--- src/rtl/dmem_dual_issue_arbiter.sv ---
`timescale 1ns/1ps
`default_nettype none
// ============================================================================
//  Module      : dmem_dual_issue_arbiter
//  Description : Shares the single-port data memory between the two M-stage
//                lanes. Single-lane accesses pass straight through. A
//                same-cycle access from both lanes is serialised over two
//                cycles, lane 0 first. The pipeline stalls for one cycle and
//                lane 0's read data is held for the second cycle.
//  Options     : DMEM_ARB_PERF_CNT_EN - adds a saturating collision counter
//                output (collision_cnt_o).
//  Revision    : 1.0 - initial release
// ============================================================================
module dmem_dual_issue_arbiter #(
    parameter int ADDR_WIDTH = 32,
    parameter int DATA_WIDTH = 32,
    parameter int CTRL_WIDTH = 3
) (
    input  logic                  clk,
    input  logic                  rst_n,
    input  logic                  l0_valid_i,
    input  logic                  l0_we_i,
    input  logic [CTRL_WIDTH-1:0] l0_ctrl_i,
    input  logic [ADDR_WIDTH-1:0] l0_addr_i,
    input  logic [DATA_WIDTH-1:0] l0_wdata_i,
    input  logic                  l1_valid_i,
    input  logic                  l1_we_i,
    input  logic [CTRL_WIDTH-1:0] l1_ctrl_i,
    input  logic [ADDR_WIDTH-1:0] l1_addr_i,
    input  logic [DATA_WIDTH-1:0] l1_wdata_i,
    output logic [DATA_WIDTH-1:0] l0_rdata_o,
    output logic [DATA_WIDTH-1:0] l1_rdata_o,
    output logic                  stall_o,
    output logic [ADDR_WIDTH-1:0] mem_addr_o,
    output logic [CTRL_WIDTH-1:0] mem_ctrl_o,
    output logic                  mem_we_o,
    output logic [DATA_WIDTH-1:0] mem_wdata_o,
    input  logic [DATA_WIDTH-1:0] mem_rdata_i
`ifdef DMEM_ARB_PERF_CNT_EN
    ,
    output logic [31:0]           collision_cnt_o
`endif
);

    typedef enum logic [0:0] {
        IDLE   = 1'b0,
        SECOND = 1'b1
    } state_t;

    state_t                r_state;
    logic [DATA_WIDTH-1:0] r_rd0_q;

    logic                  w_collision;
    logic                  w_stall;
    logic                  w_we;

    // Both lanes present in a fresh cycle: lane 0 goes now, lane 1 next cycle
    assign w_collision = (r_state == IDLE) && l0_valid_i && l1_valid_i;

    // Memory port steering and read-data return for the current cycle
    always_comb begin
        mem_addr_o  = l0_addr_i;
        mem_ctrl_o  = l0_ctrl_i;
        mem_wdata_o = l0_wdata_i;
        w_we        = 1'b0;
        w_stall     = 1'b0;
        l0_rdata_o  = '0;
        l1_rdata_o  = '0;
        case (r_state)
            IDLE: begin
                if (l0_valid_i) begin
                    w_we       = l0_we_i;
                    l0_rdata_o = mem_rdata_i;
                    w_stall    = l1_valid_i;
                end else if (l1_valid_i) begin
                    mem_addr_o  = l1_addr_i;
                    mem_ctrl_o  = l1_ctrl_i;
                    mem_wdata_o = l1_wdata_i;
                    w_we        = l1_we_i;
                    l1_rdata_o  = mem_rdata_i;
                end
            end
            SECOND: begin
                // Lane 1 inputs are still held by last cycle's stall; a
                // dropped l1_valid_i means lane 1 was flushed meanwhile.
                mem_addr_o  = l1_addr_i;
                mem_ctrl_o  = l1_ctrl_i;
                mem_wdata_o = l1_wdata_i;
                w_we        = l1_valid_i && l1_we_i;
                l0_rdata_o  = r_rd0_q;
                l1_rdata_o  = l1_valid_i ? mem_rdata_i : '0;
            end
            default: begin
                w_we = 1'b0;
            end
        endcase
    end

    // Reset must not freeze the pipeline nor corrupt memory, even mid-access
    assign stall_o  = w_stall && rst_n;
    assign mem_we_o = w_we && rst_n;

    // Two-state sequencer plus capture of lane 0 read data on a collision
    always_ff @(posedge clk or negedge rst_n) begin
        if (!rst_n) begin
            r_state <= IDLE;
            r_rd0_q <= '0;
        end else begin
            case (r_state)
                IDLE: begin
                    if (w_collision) begin
                        r_state <= SECOND;
                        r_rd0_q <= mem_rdata_i;
                    end
                end
                SECOND: begin
                    r_state <= IDLE;
                end
                default: begin
                    r_state <= IDLE;
                end
            endcase
        end
    end

`ifdef DMEM_ARB_PERF_CNT_EN
    localparam logic [31:0] c_CNT_MAX = 32'hFFFF_FFFF;

    logic [31:0] r_collision_cnt;

    // Saturating count of IDLE->SECOND transitions
    always_ff @(posedge clk or negedge rst_n) begin
        if (!rst_n) begin
            r_collision_cnt <= '0;
        end else if (w_collision && (r_collision_cnt != c_CNT_MAX)) begin
            r_collision_cnt <= r_collision_cnt + 32'd1;
        end
    end

    assign collision_cnt_o = r_collision_cnt;
`endif

endmodule
`default_nettype wire

--- config.mk ---
export PLATFORM = sky130hd
export DESIGN_NAME = dmem_dual_issue_arbiter
export DESIGN_NICKNAME = d
export VERILOG_FILES = /design/src/rtl/dmem_dual_issue_arbiter.sv
export SDC_FILE = /design/constraint.sdc
export NUM_CORES = 1
export LEC_CHECK = 0
export ABC_AREA = 1
export BUFFER_PORTS_ARGS = -buffer_cell sky130_fd_sc_hd__buf_4
export CAP_MARGIN = 5
export CORE_AREA = 2 2 120 122
export DETAILED_ROUTE_END_ITERATION = 12
export DIE_AREA = 0 0 122 124
export PLACE_DENSITY = 0.5
export SETUP_SLACK_MARGIN = 0.02
export SLEW_MARGIN = 20
export SYNTH_ARGS = -nofsm -noshare
export SYNTH_HDL_FRONTEND = slang
export SYNTH_SLANG_ARGS = --single-unit
--- constraint.sdc ---
create_clock -name clk -period 3.5 [get_ports clk]
set_input_delay 0.525 -clock clk [delete_from_list [all_inputs] [get_ports clk]]
set_output_delay 0.525 -clock clk [all_outputs]
set_load 0.01 [all_outputs]
==> metrics <==
Final Hold Viols 0; unrepaired setup endpoints after global routing no; CP top delay family buffers and inverters; core footprint 0.01372 sq mm; maximum clock path buffer count 2; via count 4,315; Setup Skew 0.006605 ns; Core Rows 43; post-synthesis sequential area ratio 0.2837; diodes inserted 0; dpl hpwl 12.18 mm; kind of start point of the critical path register; Unique masters post-synth 15; # fillers 1,507; PD cells 304.7 mW/mm^2; footprint of the multi-input gates 0.001702 sq mm; Antenna Nets Post-Route 0; clk_lat worst skew 0.27 ns; root buffer cell clkbuf_16; Clock Sink Count 33; Initial Utilization 0.2121; GP Congestion 0.8462; CTS HTree Levels 2; CP bufs+invs 3; antenna violations before repair 1; number of setup violations in the final report 0; largest net degree at the start of global routing 68; CP required 2.97 ns; # nets final 969; status completed; placed cell area 0.005251 sq mm; final hold slack 0.04924 ns; Die ar. 0.01513 sq mm; worst slew pin tran 0.6670 ns; first-pass GRT wire length 22.17 mm; DR DRC count 0; layout cells sized above 1 0.4090; postcts setup bufs 0; worst endpoint data arrival time 2.20 ns; DIE HEIGHT 124 um; Yosys Warn Count 0; Leak Pwr 3.245 nW; clock-pin slew on the worst setup and hold paths 0.05 ns; DR WL/cell 15.75 um; setup slack after layout 0.7710 ns; Max Fclk 366.4 MHz; Peak VDD IR 0.1637 mV; Top-Level Pins 305; Top cell by count, worst path buf_4; Initial DRC Count 287; flops & latches, synth 33; max_slew headroom 0.5553; post-synthesis cell count 519; total wire length 15.39 mm; Register-to-Register Path Depth 5; reg-to-reg slack, setup 2.07 ns; max-slew violations 0; Synth Cell Area 0.002910 sq mm; Initial DRT Pass Iterations 4; Storage cell area 825.8 sq um; r2r startpoint r_state; Crit path largest cell delay 0.56 ns; Critical Path Slowest Stage Cell buf_4; Setup TNS 0 ns; worst hold path type in2async; Post-CTS Hold Fix Bufs 0; reg2reg end r_rd0_q[6]; grt ovf 0; Post-CTS Resized 0; vias per inst 4.417; gr usage total 0.1864; Syn Nets 691; CP Capture Type primary output; port bufs 304; Crit Path Category reg2out; cells along the critical path inv_4 -> nand2_4 -> buf_4 -> nand3_1 -> nand2_1 -> buf_4; Layout area overhead 85.47%; period utilization 0.7797; min Tclk post-route 2.729 ns; vias in the first global route 3,994; syn avg cell area 5.607 sq um; crit path max fanout 56; MaxCap Viol Count 0; Num CTS Buffers 5; post-route cell area 0.005398 sq mm; Die W 122 um; dpl ws 0.8091 ns; CTS tree built
==> through the flow <==
step / power, mW / util / cells
2_1_floorplan: 0.7995 / - / 519
5_1_grt: 1.755 / 0.3934 / 977
4_1_cts: 1.674 / 0.3934 / 977
6_report: 1.645 / 0.3934 / 977
3_5_place_dp: 1.226 / 0.3828 / 970
3_3_place_gp: 1.221 / 0.3828 / 970
==> registers in the layout, summed over array words and instances (netlist names) <==
register  flops
r_rd0_q      32
r_state       1
==> where the power goes <==
part           internal [mW]  leakage, nW  total (mW)  switching [mW]
clock                  0.279       0.0690       0.432           0.153
combinational          0.367         2.77       0.743           0.376
sequential             0.439        0.410       0.470          0.0313
total                   1.08         3.24        1.64           0.561
==> layout make-up <==
| class | instances | area share |
|---|---|---|
| clock buffer | 6 | 0.02573 |
| sequential | 33 | 0.1530 |
| timing repair buffer | 313 | 0.4353 |
| multi-input combinational | 405 | 0.3153 |
| clock inverter | 1 | 0.001391 |
| tap | 180 | 0.04172 |
| inverter | 39 | 0.02758 |
==> per-layer routing <==
| layer | wire (um) | share of wire | GRT usage |
|---|---|---|---|
| met3 | 1400 | 0.091 | 0.04670 |
| met1 | 6106 | 0.40 | 0.2337 |
| met2 | 7681 | 0.50 | 0.3261 |
| met4 | 186 | 0.012 | 0.03520 |
| met5 | 13 | 0.00084 | 0 |
==> cell usage after synthesis, drive strengths merged <==
cell type | count | area, sq um
buf | 31 | 200.2
nor2 | 36 | 137.6
clkbuf | 11 | 41.29
nand2 | 236 | 890.9
nand3 | 101 | 505.5
dfrtp | 33 | 825.8
inv | 39 | 148.9
o21ai | 32 | 160.1
==> worst max-delay path by stage <==
stage | start | endpoint | slack [ns] | cells after the start
6_report | r_state | mem_addr_o[28] | 0.77 | 6
3_3_place_gp | l0_valid_i | mem_addr_o[28] | 0.84 | 6
2_1_floorplan | l1_valid_i | mem_addr_o[10] | 1.67 | 8
4_1_cts | r_state | mem_addr_o[28] | 0.74 | 6
3_5_place_dp | l0_valid_i | mem_addr_o[28] | 0.81 | 6
5_1_grt | r_state | mem_addr_o[28] | 0.60 | 6
==> kinds of logic after synthesis <==
logic type / share of synthesized area
and+or+nand+nor: 0.5271
buffers and inverters: 0.1341
DFF: 0.2837
AOI/OAI and AO/OA: 0.05503
==> layout by cell type, fill, tap and decap left out <==
master and instances:
inv_1 37, o21ai_0 30, clkinvlp_4 1, dfrtp_1 33, nor2_2 1, inv_2 1
clkbuf_8 1, nand2_4 1, nand2_1 233, nand2_2 2, buf_4 313, clkbuf_16 5
nand3_1 101, inv_4 1, nor2_1 35, o21ai_1 2
Note: power is estimated with default switching activity, not from simulation.
